<file path="config.mk">
export PLATFORM = sky130hd
export DESIGN_NAME = rev_add_pipe
export DESIGN_NICKNAME = d
export VERILOG_FILES = /design/src/rtl/rev_pe_pkg.sv /design/src/rtl/rev_add_slice.sv /design/src/rtl/rev_add_pipe.sv
export SDC_FILE = /design/constraint.sdc
export NUM_CORES = 1
export LEC_CHECK = 0
export CORE_MARGIN = 5
export CORE_UTILIZATION = 43
export DETAILED_ROUTE_END_ITERATION = 10
export GPL_ROUTABILITY_DRIVEN = 0
export PLACE_DENSITY = 0.87
export SLEW_MARGIN = 20
export SYNTH_ARGS = -nofsm -noshare
export SYNTH_HDL_FRONTEND = slang
export SYNTH_SLANG_ARGS = --single-unit
</file>
<file path="constraint.sdc">
create_clock -name clk -period 2.41 [get_ports clk]
set_input_delay 0.723 -clock clk [delete_from_list [all_inputs] [get_ports clk]]
set_output_delay 0.723 -clock clk [all_outputs]
set_load 0.01 [all_outputs]
</file>
<file path="src/rtl/rev_pe_pkg.sv">
// ============================================================================
//  Module      : rev_pe_pkg
//  Description : Shared types and reset constants for the reversible
//                add/subtract pipeline (direction encoding, dual-rail
//                output reset levels).
//  Revision    : 1.0  initial release
// ============================================================================
`default_nettype none

package rev_pe_pkg;

    // Direction of a beat: forward computes a sum, backward undoes it.
    typedef enum logic {
        DIR_FWD = 1'b0,
        DIR_BWD = 1'b1
    } dir_e;

    // Reset levels for the true and complement rails of every output pair.
    localparam logic c_rail_rst     = 1'b0;
    localparam logic c_rail_not_rst = 1'b1;
    localparam dir_e c_dir_rst      = DIR_FWD;

endpackage : rev_pe_pkg

`default_nettype wire

</file>
<file path="src/rtl/rev_add_slice.sv">
// ============================================================================
//  Module      : rev_add_slice
//  Description : Combinational SW-bit add (forward) / subtract (backward)
//                segment with carry/borrow in and out.
//  Ports       : dir  - 0 add, 1 subtract
//                a, b - operand slices
//                cin  - carry (fwd) or borrow (bwd) in
//                y    - result slice
//                cout - carry (fwd) or borrow (bwd) out
//  Revision    : 1.0  initial release
// ============================================================================
`default_nettype none

module rev_add_slice
    import rev_pe_pkg::*;
#(
    parameter int SW = 8
) (
    input  logic          dir,
    input  logic [SW-1:0] a,
    input  logic [SW-1:0] b,
    input  logic          cin,
    output logic [SW-1:0] y,
    output logic          cout
);

    logic [SW:0] w_sum;
    logic [SW:0] w_diff;

    assign w_sum  = {1'b0, a} + {1'b0, b} + {{SW{1'b0}}, cin};
    // a - b - cin lies in [-2^SW, 2^SW-1]; the extra top bit is set exactly
    // when the result went negative, i.e. it is the borrow out.
    assign w_diff = {1'b0, a} - {1'b0, b} - {{SW{1'b0}}, cin};

    assign y    = (dir == DIR_BWD) ? w_diff[SW-1:0] : w_sum[SW-1:0];
    assign cout = (dir == DIR_BWD) ? w_diff[SW]     : w_sum[SW];

endmodule : rev_add_slice

`default_nettype wire

</file>
<file path="src/rtl/rev_add_pipe.sv">
// ============================================================================
//  Module      : rev_add_pipe
//  Description : Reversible WIDTH-bit adder/subtractor pipelined along the
//                carry chain in STAGES segments. Forward beats compute
//                a + b + c; backward beats compute a - b - c with borrow.
//                Valid/ready handshake; the whole pipe stalls together.
//  Parameters  : WIDTH  - operand width (multiple of STAGES, >= 2)
//                STAGES - number of pipeline segments (1..WIDTH)
//  Macro       : REV_PE_DUALRAIL_CHECK_EN - when defined, a beat with any
//                non-complementary input rail pair emerges with out_err=1
//                and a zeroed result.
//  Ports       : clk, rst                 - clock, sync active-high reset
//                in_valid/in_ready        - input handshake
//                in_dir                   - 0 add, 1 subtract
//                in_a/_not, in_b/_not     - dual-rail operands
//                in_c/_not                - dual-rail carry/borrow in
//                out_valid/out_ready      - output handshake
//                out_dir                  - direction of result beat
//                out_y/_not, out_c/_not   - dual-rail result and carry out
//                out_z                    - result is zero
//                out_err                  - dual-rail violation on beat
//  Revision    : 1.0  initial release
// ============================================================================
`default_nettype none

module rev_add_pipe
    import rev_pe_pkg::*;
#(
    parameter int WIDTH  = 16,
    parameter int STAGES = 2
) (
    input  logic             clk,
    input  logic             rst,
    input  logic             in_valid,
    output logic             in_ready,
    input  logic             in_dir,
    input  logic [WIDTH-1:0] in_a,
    input  logic [WIDTH-1:0] in_a_not,
    input  logic [WIDTH-1:0] in_b,
    input  logic [WIDTH-1:0] in_b_not,
    input  logic             in_c,
    input  logic             in_c_not,
    output logic             out_valid,
    input  logic             out_ready,
    output logic             out_dir,
    output logic [WIDTH-1:0] out_y,
    output logic [WIDTH-1:0] out_y_not,
    output logic             out_c,
    output logic             out_c_not,
    output logic             out_z,
    output logic             out_err
);

    localparam int c_seg_w = WIDTH / STAGES;

    // Stage registers: stage k holds a beat whose slices 0..k are resolved.
    logic [STAGES-1:0]            r_vld;
    logic [STAGES-1:0]            r_dir;
    logic [STAGES-1:0]            r_cy;
    logic [STAGES-1:0][WIDTH-1:0] r_a;
    logic [STAGES-1:0][WIDTH-1:0] r_b;
    logic [STAGES-1:0][WIDTH-1:0] r_y;

    // What each stage register loads from when the pipe advances.
    logic [STAGES-1:0]              w_src_vld;
    logic [STAGES-1:0]              w_src_dir;
    logic [STAGES-1:0]              w_src_cy;
    logic [STAGES-1:0][WIDTH-1:0]   w_src_a;
    logic [STAGES-1:0][WIDTH-1:0]   w_src_b;
    logic [STAGES-1:0][WIDTH-1:0]   w_src_y;
    logic [STAGES-1:0][WIDTH-1:0]   w_nxt_y;
    logic [STAGES-1:0][c_seg_w-1:0] w_seg_y;
    logic [STAGES-1:0]              w_seg_cy;

    logic             w_adv;
    logic             w_kill;
    logic [WIDTH-1:0] w_y;
    logic             w_c;

    // The pipe moves as one unit: it only freezes when the last stage holds
    // a result nobody is taking.
    assign w_adv    = !r_vld[STAGES-1] || out_ready;
    assign in_ready = w_adv;

    always_comb begin
        w_src_vld[0] = in_valid;
        w_src_dir[0] = in_dir;
        w_src_cy[0]  = in_c;
        w_src_a[0]   = in_a;
        w_src_b[0]   = in_b;
        w_src_y[0]   = '0;
        for (int k = 1; k < STAGES; k++) begin
            w_src_vld[k] = r_vld[k-1];
            w_src_dir[k] = r_dir[k-1];
            w_src_cy[k]  = r_cy[k-1];
            w_src_a[k]   = r_a[k-1];
            w_src_b[k]   = r_b[k-1];
            w_src_y[k]   = r_y[k-1];
        end
    end

    generate
        for (genvar k = 0; k < STAGES; k++) begin : g_seg
            rev_add_slice #(
                .SW (c_seg_w)
            ) u_slice (
                .dir  (w_src_dir[k]),
                .a    (w_src_a[k][k*c_seg_w +: c_seg_w]),
                .b    (w_src_b[k][k*c_seg_w +: c_seg_w]),
                .cin  (w_src_cy[k]),
                .y    (w_seg_y[k]),
                .cout (w_seg_cy[k])
            );
        end
    endgenerate

    // Merge each segment's freshly resolved slice into the travelling result.
    always_comb begin
        w_nxt_y = w_src_y;
        for (int k = 0; k < STAGES; k++) begin
            w_nxt_y[k][k*c_seg_w +: c_seg_w] = w_seg_y[k];
        end
    end

    always_ff @(posedge clk) begin
        if (rst) begin
            r_vld <= '0;
            r_dir <= {STAGES{c_dir_rst}};
            r_cy  <= {STAGES{c_rail_rst}};
            r_a   <= '0;
            r_b   <= '0;
            r_y   <= {(STAGES*WIDTH){c_rail_rst}};
        end else if (w_adv) begin
            r_vld <= w_src_vld;
            r_dir <= w_src_dir;
            r_cy  <= w_seg_cy;
            r_a   <= w_src_a;
            r_b   <= w_src_b;
            r_y   <= w_nxt_y;
        end
    end

    // Operand slices already consumed (and the whole last-stage copy) are
    // carried only to keep the stage structure uniform.
    logic w_unused_ops;
    assign w_unused_ops = ^{r_a, r_b};

`ifdef REV_PE_DUALRAIL_CHECK_EN
    logic [STAGES-1:0] r_err;
    logic              w_in_err;

    // Any bit where a rail equals its complement marks the beat as corrupt.
    assign w_in_err = (|(in_a ~^ in_a_not)) | (|(in_b ~^ in_b_not))
                    | (in_c ~^ in_c_not);

    always_ff @(posedge clk) begin
        if (rst) begin
            r_err <= '0;
        end else if (w_adv) begin
            r_err[0] <= w_in_err;
            for (int k = 1; k < STAGES; k++) begin
                r_err[k] <= r_err[k-1];
            end
        end
    end

    assign w_kill = r_err[STAGES-1];
`else
    logic w_unused_rails;
    assign w_unused_rails = ^{in_a_not, in_b_not, in_c_not};
    assign w_kill         = 1'b0;
`endif

    assign w_y = w_kill ? '0   : r_y[STAGES-1];
    assign w_c = w_kill ? 1'b0 : r_cy[STAGES-1];

    assign out_valid = r_vld[STAGES-1];
    assign out_dir   = r_dir[STAGES-1];
    assign out_y     = w_y;
    assign out_y_not = ~w_y;
    assign out_c     = w_c;
    assign out_c_not = ~w_c;
    assign out_z     = (w_y == '0);
    assign out_err   = w_kill;

endmodule : rev_add_pipe

`default_nettype wire

</file>
# Yosys cells after proc, flatten, opt, wreduce, memory -nomap -nowiden
# Index checks and enable logic that the tools add are counted.
# W data, S select, Z words.
# word_totals
ff_bits	62
inputBits	71
out_inout_bits	39
elab_cells	24
# op_classes
n_addsub	8
mux	4
n_bitwise	2
n_reduce_logical	3
# op_table
operator	n
$add A8 B8 Y9	2
$add A9 B1 Y9	2
$sub A8 B8 Y9	2
$sub A9 B1 Y9	2
$logic_not A16 Y1	1
$mux W8	2
$not A16 Y16	1
$mux W1	2
$logic_not A1 Y1	1
$logic_or A1 B1 Y1	1
$not A1 Y1	1

# Longest topological paths before layout
# Gate-level depths: netlist of run 1.
# logic_depth
depth_word	3
ltp_mapped	10
mapped_depth_nobuf	10

# By module
# Synthesis of run 1 repeated with hierarchy kept, for this count alone.
# hier_totals
cells_unflattened	472
area_unflattened_um2	3696.0
# modules_own_cells
module	n_inst	cells_per_inst	area_each_um2	seq_area_each_um2
rev_add_pipe	1	239	1859.3	920.9
rev_add_slice at g_seg[1].u_slice	1	119	928.4	0.0
rev_add_slice at g_seg[0].u_slice	1	114	908.4	0.0

# Worst setup path before layout of run 1
# OpenSTA, ideal clock, no wires.
# synth_timing
path_type	in2reg
from	input port in_a[0]
to	register r_y[7] (netlist name)
setup_time_ps	117
arrival_ps	2447
t_required_ps	2293
setup_slack_ps	-155
stages	10
n_path_buf	0
cell_sequence	inv_1 fa_1 inv_1 ha_1 o21ai_0 nand2_1 a41oi_2 xor2_1 nand2_1 a32o_1
# synth_via
elab_chain_len	3
elab_cells_between_ends	5
cone_classes	add/sub: 4; mux: 1
# synth_rtl
item	line_no	text
from (decl)	rev_add_pipe.sv:37	input logic [WIDTH-1:0] in_a,
$add A8 B8 Y9 or $sub A8 B8 Y9 (tied branches)	rev_add_slice.sv:30, rev_add_slice.sv:33	
$add A9 B1 Y9 or $sub A9 B1 Y9 (tied branches)	rev_add_slice.sv:30, rev_add_slice.sv:33	
$mux W8 *	rev_add_slice.sv:35	assign y = (dir == DIR_BWD) ? w_diff[SW-1:0] : w_sum[SW-1:0];
to (signal assigned)	rev_add_pipe.sv:132	r_y <= {(STAGES*WIDTH){c_rail_rst}};
to (signal assigned)	rev_add_pipe.sv:139	r_y <= w_nxt_y;
to (decl)	rev_add_pipe.sv:62	logic [STAGES-1:0][WIDTH-1:0] r_y;
# Every way passes the cells marked *; elsewhere a longest branch is shown, timed or not.
# A chain may end at the register's enable or synchronous reset.

# Final worst setup path of run 1
# layout_timing
from	input port in_c
to	register r_y[7] (netlist name)
# layout_via
elab_chain_len	2
elab_cells_between_ends	3
cone_classes	add/sub: 2; mux: 1
# layout_rtl
item	line_no	text
from (decl)	rev_add_pipe.sv:41	input logic in_c,
$add A9 B1 Y9 or $sub A9 B1 Y9 (tied branches)	rev_add_slice.sv:30, rev_add_slice.sv:33	
$mux W8 *	rev_add_slice.sv:35	
# Marks and branches as above.

==> impl_summary.md, run 1 <==
STA
The total setup violations reported at the end of the flow is 1. The max-slew violation count is 0. The number of failing hold endpoints at the final stage is 0.

For the final database, setup skew stands at 0.00532 ns. The time the final worst path needs with I/O delays and setup is 2.42 ns. The minimum setup slack in the final design is -0.0113 ns.

At the pin with the least slew margin, the transition time is approximately 0.76 ns. Of the available clock period, the critical path in the final layout requires 1.00. Measured against its own limit, the worst slew margin works out to 0.494. Across all hold checks on the routed design, the worst slack comes to 0.456 ns. The peak clock frequency supported by timing is 413 MHz.

Logic synthesis
The count of distinct cell types in the synthesized netlist is 55. Counting flops with a built-in enable in the synthesized netlist gives 0. The area fraction of the dominant cell type after synthesis is 0.258. In the synthesized netlist the async set-or-reset flop fraction comes to 0.

Averaged over all synthesized cells, the footprint is slightly below 8 µm². By area the synthesized netlist is led by sky130_fd_sc_hd__dfxtp_1 26%, sky130_fd_sc_hd__ha_1 15%, sky130_fd_sc_hd__nand2_1 8.5%, sky130_fd_sc_hd__inv_1 6.6%, sky130_fd_sc_hd__a21oi_1 6.2%. Synthesis inferred 46 register bits.

When the netlist entered floorplanning its net count stood at 582. The summed instance area of the synthesized netlist is 3570 µm². For this run, the register share of the synthesized area comes to 0.258. The gate count after technology mapping is 461. The most used flip-flop cell after synthesis is sky130_fd_sc_hd__dfxtp_1.

During synthesis, Yosys emitted a total of 0 warnings. Of all cell types, the one taking the most synthesized area is sky130_fd_sc_hd__dfxtp_1.

Layout
From synthesis to final layout, the design area changed by 36.8%. The utilization after layout is 0.598. The final layout net count is 670. Of the cells placed in the final design, the portion with a size suffix greater than 1 is 0.202. The final design area excluding fillers is around 4900 µm². The diode insertion count for antenna repair is 0.

Pwr
Summed over all cells, the static leakage comes to 2.12 nW. The power density of the placed cells is 526 nW/µm². Across the VDD grid, the largest voltage drop is 0.000290 V.

Clock tree
At the later pin of the worst-skew pair, clock insertion delay measures 0.30 ns. The total clock buffers created by CTS is 5. The number of hold buffers added after CTS is 0. The clock passes through at most 2 buffers. The H-tree generated during clock tree synthesis spans 2 levels. The clock edge transition at the registers on the reported setup and hold paths is about 0.09 ns. The root buffer cell chosen for the clock tree is sky130_fd_sc_hd__clkbuf_8. The clock tree from TritonCTS is yes. The tree built by TritonCTS fans out to between 40 and 50 sinks.

Floorplan
The die extent in y is 101 µm. The placement row count is 33. The initial utilization of the core area, before any placement, comes to 0.437. The area enclosed by the die boundary is approximately 10,000 µm².

The area of the core region is 8180 µm². The horizontal extent of the die is roughly 100 µm. The top-level I/O count is 110.

Run status
The checks that failed: setup timing. The flow ran to the end, but the final reports show violations.

Global route
The largest net degree at the start of global routing is 43. The number of antenna violations at the first check in global routing is 0. The first-pass GRT wire length is 15,200 µm. The total routing resource utilization after global routing is 0.181.

The via count of the first global-routing pass is around 3.4k. The total congestion overflow is 0.

Critical path
The data arrival at the endpoint of the critical path is 2.62 ns. The capturing element type of the critical path is a register. Walking the worst path, the cells encountered are buf_2 > fa_2 > inv_1 > ha_2 > o21ai_2 > nand2_2 > a41oi_2 > xor2_1 > nand2_1 > a32o_1. The worst setup path is of the in -> reg kind. The maximum fanout along the worst path is 2. For this run, the slowest stage of the critical path takes 0.57 ns. The largest individual stage delay along the critical path comes from the cell sky130_fd_sc_hd__fa_2. The data required time at the worst endpoint is 2.61 ns. The element type at the critical path start is a primary input. Together, buffers and inverters on the worst path number 2.

The cell class contributing the biggest share of worst-path delay is adder cells.

Routing
The count of nets left with antenna violations once routing finished came out at 0. The final route contains between 3k and 4k vias. Dividing the detail-routed wire length by the instance count gives approximately 15 µm. The number of optimization iterations in the first detailed-route pass is 5. In this run, the number of DRC markers left after iteration 0 of detailed routing was 188. After detailed routing, the number of remaining DRC violations is 0. After detailed routing, the number of vias per cell comes to 5.15. For this block, the routed nets add up to roughly 9500 µm of wire.

Worst hold path
The type of the tightest min-delay check is reg -> reg.

Placed design
The count of input and output buffers is 75. Once placement finished, the instance area stood at 4520 µm². The wire-length estimate of the detail-placed layout is 6900 µm.

Flow run
The number of max-cap violations is 0.
[flip-flops by register name, summed over array words and instances (netlist names)]
signal and flops:
out_y 16, r_y 8, r_vld 2, r_a 8, r_cy 2, r_b 8, r_dir 2
[area by class of cell]
cell class / count / area (µm²)
sequential: 46 / 925
clock buffer: 6 / 72.6
inverter: 64 / 243
tap: 105 / 131
clock inverter: 2 / 37.5
timing repair buffer: 116 / 1040
fill: 694 / 3290
multi-input combinational: 316 / 2440
[timing repair]
| action | 4_1_cts | 5_1_grt |
|---|---|---|
| cloned | 0 | 0 |
| pin swaps | 14 | 17 |
| endpoints found under the setup margin | 8 | 8 |
| buffers inserted | 4 | 2 |
| gates resized for setup | 55 | 34 |
[final timing paths]
| kind | from | endpoint | slack [ns] | depth (start not counted) |
|---|---|---|---|---|
| max | in_c | r_y[7] | -0.01 | 10 |
| min | r_y[2] | r_y[2] | 0.46 | 2 |
| max reg2reg | r_cy[0] | out_y[14] | 0.06 | 8 |
| min reg2reg | r_y[2] | r_y[2] | 0.46 | 2 |
[power breakdown]
group,internal [mW],switching [mW]
clock network,0.309,0.262
registers,0.837,0.0753
logic,0.575,0.516
[logic make-up (layout without fill, tap and decap cells)]
| kind of cell | Yosys count | count (layout) | share of synthesized area |
|---|---|---|---|
| adders and majority gates | 50 | 50 | 0.192 |
| DFF | 46 | 46 | 0.258 |
| buffers and inverters | 99 | 188 | 0.131 |
| xor gates and xnor gates | 19 | 19 | 0.0466 |
| and+or+nand+nor | 142 | 142 | 0.180 |
| muxes | 6 | 6 | 0.0168 |
| AOI/OAI and AO/OA | 98 | 98 | 0.175 |
| other | 1 | 1 | 0.00105 |
[cell usage in the layout (no fill, tap or decap), drive strengths merged, types with 3 or more instances in the layout]
master	count
nand2	81
inv	64
clkdlybuf4s50	59
dfxtp	46
a21oi	44
buf	44
ha	42
nor2	22
xnor2	15
o21ai	12
clkbuf	9
fa	8
a211oi	7
mux2i	6
nand2b	6
nand3	6
nor3	6
o211ai	5
a21o	5
xor2	4
nand3b	4
o21bai	4
dlygate4sd2	4
nor4	4
a31oi	4
dlymetal6s2s	3
nor2b	3
clkdlybuf4s15	3
[synthesized netlist by cell type, types with 4 or more instances]
library cell and count:
sky130_fd_sc_hd__a211oi_1 7, sky130_fd_sc_hd__a21o_1 4, sky130_fd_sc_hd__a21oi_1 44, sky130_fd_sc_hd__buf_4 17, sky130_fd_sc_hd__clkbuf_1 14, sky130_fd_sc_hd__dfxtp_1 46, sky130_fd_sc_hd__fa_1 8, sky130_fd_sc_hd__ha_1 42
sky130_fd_sc_hd__inv_1 63, sky130_fd_sc_hd__mux2i_1 6, sky130_fd_sc_hd__nand2_1 81, sky130_fd_sc_hd__nand2b_1 6, sky130_fd_sc_hd__nand3_1 6, sky130_fd_sc_hd__nand3b_1 4, sky130_fd_sc_hd__nor2_1 22, sky130_fd_sc_hd__nor3_1 6
sky130_fd_sc_hd__nor4_1 4, sky130_fd_sc_hd__o211ai_1 5, sky130_fd_sc_hd__o21ai_0 11, sky130_fd_sc_hd__o21bai_1 4, sky130_fd_sc_hd__xnor2_1 15, sky130_fd_sc_hd__xor2_1 4
[routing by layer]
layer	vias to the layer above	routed length, µm	global-route usage
li1	1683	-	-
met1	1548	3750	0.207
met2	116	5000	0.337
met3	27	493	0.0255
met4	0	289	0.0746
met5	-	0	0
[worst reg2reg max path, cell delays in order, from the launching register on]
cell and delay (ns):
sky130_fd_sc_hd__dfxtp_2 0.38, sky130_fd_sc_hd__fa_2 0.23, sky130_fd_sc_hd__inv_1 0.05, sky130_fd_sc_hd__fa_1 0.40, sky130_fd_sc_hd__o21bai_1 0.16, sky130_fd_sc_hd__a21oi_1 0.11
sky130_fd_sc_hd__or4_1 0.44, sky130_fd_sc_hd__a31o_2 0.24, sky130_fd_sc_hd__a32o_1 0.25
[through the flow]
| stage | worst slack, ns | total power, mW | setup TNS [ns] | cells |
|---|---|---|---|---|
| 5_1_grt | -0.0807 | 2.73 | -0.102 | 655 |
| 2_1_floorplan | -0.0465 | 1.53 | -0.0852 | 461 |
| 4_1_cts | 0.00341 | 2.52 | 0 | 653 |
| 6_report | -0.0113 | 2.57 | -0.0113 | 655 |
| 3_5_place_dp | -0.755 | 1.90 | -4.52 | 641 |
| 3_3_place_gp | -0.658 | 1.84 | -3.91 | 641 |
No activity file was read; power rests on OpenSTA's default activity.
==> inputs of run 2 (changes only) <==
--- a/config.mk
+++ b/config.mk
@@ -10,7 +10,6 @@
 export DETAILED_ROUTE_END_ITERATION = 10
 export GPL_ROUTABILITY_DRIVEN = 0
 export PLACE_DENSITY = 0.87
-export SLEW_MARGIN = 20
 export SYNTH_ARGS = -nofsm -noshare
 export SYNTH_HDL_FRONTEND = slang
 export SYNTH_SLANG_ARGS = --single-unit
==> results of run 2 <==
The final DEF is identical to that of run 1; final timing and power are the same.
==> inputs of run 3 (changes only) <==
--- a/config.mk
+++ b/config.mk
@@ -6,10 +6,12 @@
 export NUM_CORES = 1
 export LEC_CHECK = 0
 export CORE_MARGIN = 5
-export CORE_UTILIZATION = 43
+export CORE_UTILIZATION = 44
+export CTS_BUF_LIST = sky130_fd_sc_hd__clkbuf_4 sky130_fd_sc_hd__clkbuf_8
 export DETAILED_ROUTE_END_ITERATION = 10
 export GPL_ROUTABILITY_DRIVEN = 0
-export PLACE_DENSITY = 0.87
+export MAX_ROUTING_LAYER = met4
+export PLACE_DENSITY = 0.89
 export SYNTH_ARGS = -nofsm -noshare
 export SYNTH_HDL_FRONTEND = slang
 export SYNTH_SLANG_ARGS = --single-unit
==> run 3 against run 2 <==
Against the previous run:
- the run still ends with setup timing left
- utilization up 1.9 points
- maximum frequency down 0.45%
- sequential cell count unchanged
- highest routed layer unchanged
==> impl_summary.md, run 3 (same netlist as run 1, synthesis figures left out) <==
Global route
The via count of the first global-routing pass came to 3,312 (-3.2%). The first-pass GRT wire length came to 14,600 µm (-4.4%). The largest net degree at the start of global routing was 43 (unchanged). The total congestion overflow is 0 (unchanged).

The number of antenna violations at the first check in global routing is 0 (unchanged). The total routing resource utilization after global routing is 0.178 (-0.00360).

Routing
The met1 layer wirelength in the final routing was 3700 µm (-1.3%). The total routed wirelength was 9380 µm (-1.5%). The total via count in the routed design is 3,411 (+1.1%). The number of optimization iterations in the first detailed-route pass was 5 (unchanged). The amount of wire on met3 after detailed routing is 535 µm (+8.5%). The initial DRC count is 200 (+6.4%). The total length of routed met2 wires came to 4860 µm (-2.8%). The highest layer touched by signal routing is met4. The DRC violation count after routing is 0 (unchanged).

The average routed wire per standard cell was 14.4 µm (-1.2%). The via density per instance was 5.22 (+1.4%). The number of nets still failing antenna checks after routing is 0 (unchanged).

Clock tree
CTS placed an instance of sky130_fd_sc_hd__clkbuf_8 at the clock tree root. The total clock buffers created by CTS was 5 (unchanged). The clock sink count came to 46 (unchanged). The clock edge transition at the registers on the reported setup and hold paths is 0.09 ns (about the same). The clock latency at the later pin of the worst-skew pair came to 0.31 ns (about the same). The number of levels the H-tree was split into is 2 (unchanged). The clock tree from TritonCTS is yes. The maximum clock insertion buffer count was 2 (unchanged).

Floorplan
The area of the core region is 7810 µm² (-4.5%). The area enclosed by the die boundary was 10,000 µm² (-2.0%). The placement row count is 32 (-3.0%).

The initial cell density of the core is 0.458 (+0.0206). The die extent in y came to 100 µm (-1.0%). The top-level I/O count is 110 (unchanged).

The horizontal extent of the die is 100 µm (-1.0%).

Layout
The diode insertion count for antenna repair is 0 (unchanged). The most frequent standard cell in the layout excluding fill and tap cells is sky130_fd_sc_hd__nand2_1. The flip-flop count of the largest register after layout is 16 (unchanged).

The final layout net count is 671 (+0.15%). The final design area excluding fillers came to 4820 µm² (-1.5%). The ratio of cells with drive above 1 in the final layout came to 0.181 (-0.0203). The total of fill cells in the finished design came to 642 (-7.5%).

The library cells used most frequently in the layout, excluding fill and tap cells, are 80 x sky130_fd_sc_hd__nand2_1, 58 x sky130_fd_sc_hd__clkdlybuf4s50_1, 52 x sky130_fd_sc_hd__inv_1. The utilization after layout came to 0.617 (+0.0189). The area growth from synthesis to layout is 34.8%.

STA
The time the final worst path needs with I/O delays and setup came to 2.43 ns (+0.0110 ns). The setup clock skew after layout is 0.00763 ns (+0.00232 ns). The max-slew violation count is 0 (unchanged). The transition at the pin with the smallest max-transition slack is 0.757 ns (-0.000547 ns). The number of failing hold endpoints at the final stage was 0 (unchanged). Setup repair after global routing could not meet its margin everywhere. The total setup violations reported at the end of the flow was 1 (unchanged). The minimum setup slack in the final design was -0.0223 ns (-0.0110 ns). The post-route fraction of the period consumed by the critical path is 1.01 (+0.00458). The peak clock frequency supported by timing is 411 MHz (-0.45%). The worst-case hold slack is 0.455 ns (-0.000542 ns). The worst-case headroom to the max-slew limit was 0.495 (about the same).

Critical path
The cell seen most often among critical-path stages is sky130_fd_sc_hd__ha_4. The slowest cell on the critical path is sky130_fd_sc_hd__nor4b_2. The critical path starts at in_b[3]. The kind of critical path is in -> reg. The largest incremental delay on the critical path came to 0.34 ns (-0.23 ns). Walking the worst path, the cells encountered are clkdlybuf4s15_1 > ha_4 > inv_2 > ha_4 > nor4b_2 > nand2_2 > a41oi_2 > xor2_1 > nand2_1 > a32o_1.

The data required time at the worst endpoint was 2.61 ns (about the same). The cell class contributing the biggest share of worst-path delay is simple AND/OR/NAND/NOR gates. In this run the critical register-to-register path is launched from r_a[12]. The capturing element type of the critical path is a register. The buffer and inverter count on the worst path came to 2 (unchanged). The worst setup path is launched from a primary input. The maximum fanout along the worst path is 3 (+1). The data arrival at the endpoint of the critical path came to 2.63 ns (about the same).

Pwr
The reported leakage power is 2.10 nW (-0.93%). The maximum resistive drop on vdd is 0.000238 V (-18%). The proportion of total power due to net switching came to 0.346 (+0.0151).

The combinational power share is 0.434 (+0.010). The proportion of power drawn by flip-flops and latches was 0.372 (+0.018). The design internal power was 1.60 mW (-7.3%).

The switching power is 845 µW (-0.87%). The power density of the placed cells is 507 nW/µm² (-3.8%). The clock network power share was 0.193 (-0.029).

Run status
The run finished, with violations left. The checks that failed: setup timing.

Flow run
The number of max-cap violations was 0 (unchanged).

Placed design
The half-perimeter wire length of the detailed placement result is 6890 µm (-0.21%). The count of input and output buffers was 75 (unchanged). The instance area after placement was 4510 µm² (-0.25%).

Worst hold path
The startpoint identified for the worst hold timing path is r_dir[1]. The tightest min-delay check is of the reg -> reg type.
## run 3: cell count changes in the layout (fill, tap and decap cells not counted), sizes merged, moves of 2 or more
cell / delta
clkinv: +3
dlygate4sd2: +3
clkbuf: -2
dlymetal6s2s: -2
## run 3: routing by layer
metal / GRT usage / up-vias
li1: - / 1678
met1: 0.198 / 1584
met2: 0.315 / 119
met3: 0.0354 / 30
met4: 0.0632 / 0
met5: - / -
## run 3: worst register-to-register path, stage by stage (launching register included)
cell                      delay [ns]
sky130_fd_sc_hd__dfxtp_1        0.36
sky130_fd_sc_hd__inv_1          0.06
sky130_fd_sc_hd__ha_1           0.36
sky130_fd_sc_hd__inv_1          0.10
sky130_fd_sc_hd__ha_1           0.25
sky130_fd_sc_hd__nor4b_2        0.33
sky130_fd_sc_hd__a22oi_2        0.13
sky130_fd_sc_hd__a31oi_1        0.24
sky130_fd_sc_hd__mux2i_1        0.10
sky130_fd_sc_hd__o31ai_1        0.27
sky130_fd_sc_hd__nand2_1        0.07
## run 3: final timing paths
kind / endpoint / slack (ns) / depth (start not counted)
hold / removal: r_dir[1] / 0.46 / 2
setup / recovery: r_y[7] / -0.02 / 10
setup reg to reg: out_y[15] / 0.04 / 10
hold reg to reg: r_dir[1] / 0.46 / 2
## run 3: through the flow
step,worst slack [ns],setup TNS [ns],power (mW),instances
after floorplan,-0.0465,-0.0852,1.53,461
after global placement,-0.655,-3.62,1.84,637
after detailed placement,-0.758,-4.23,1.89,637
after CTS,-0.0138,-0.0138,2.39,650
after global routing,-0.0978,-0.262,2.59,653
final,-0.0223,-0.0223,2.44,653
## run 3: repair_timing
action                     4_1_cts  5_1_grt
gates resized for setup         50       29
hold buffers                     0        0
pin swaps                       18       14
gates cloned                     0        0
setup endpoints to repair        9        8
setup buffers                    5        3
## run 3: cell type report
class	instances	area, µm²	area share
clock buffers	5	68.8	0.0143
multi-input cells	316	2380	0.494
inverters	64	240	0.0499
repair buffers	117	1060	0.219
flip-flops and latches	46	923	0.192
well taps	102	128	0.0265
clock inverters	3	21.3	0.00442
## run 3: power by group through the flow
| stage | Clock (mW) | Sequential, mW | Combinational [mW] |
|---|---|---|---|
| after floorplan | 0 | 0.902 | 0.627 |
| after global placement | 0 | 0.917 | 0.920 |
| after detailed placement | 0 | 0.923 | 0.967 |
| after CTS | 0.483 | 0.908 | 1.00 |
| after global routing | 0.516 | 0.924 | 1.15 |
| final | 0.472 | 0.909 | 1.06 |
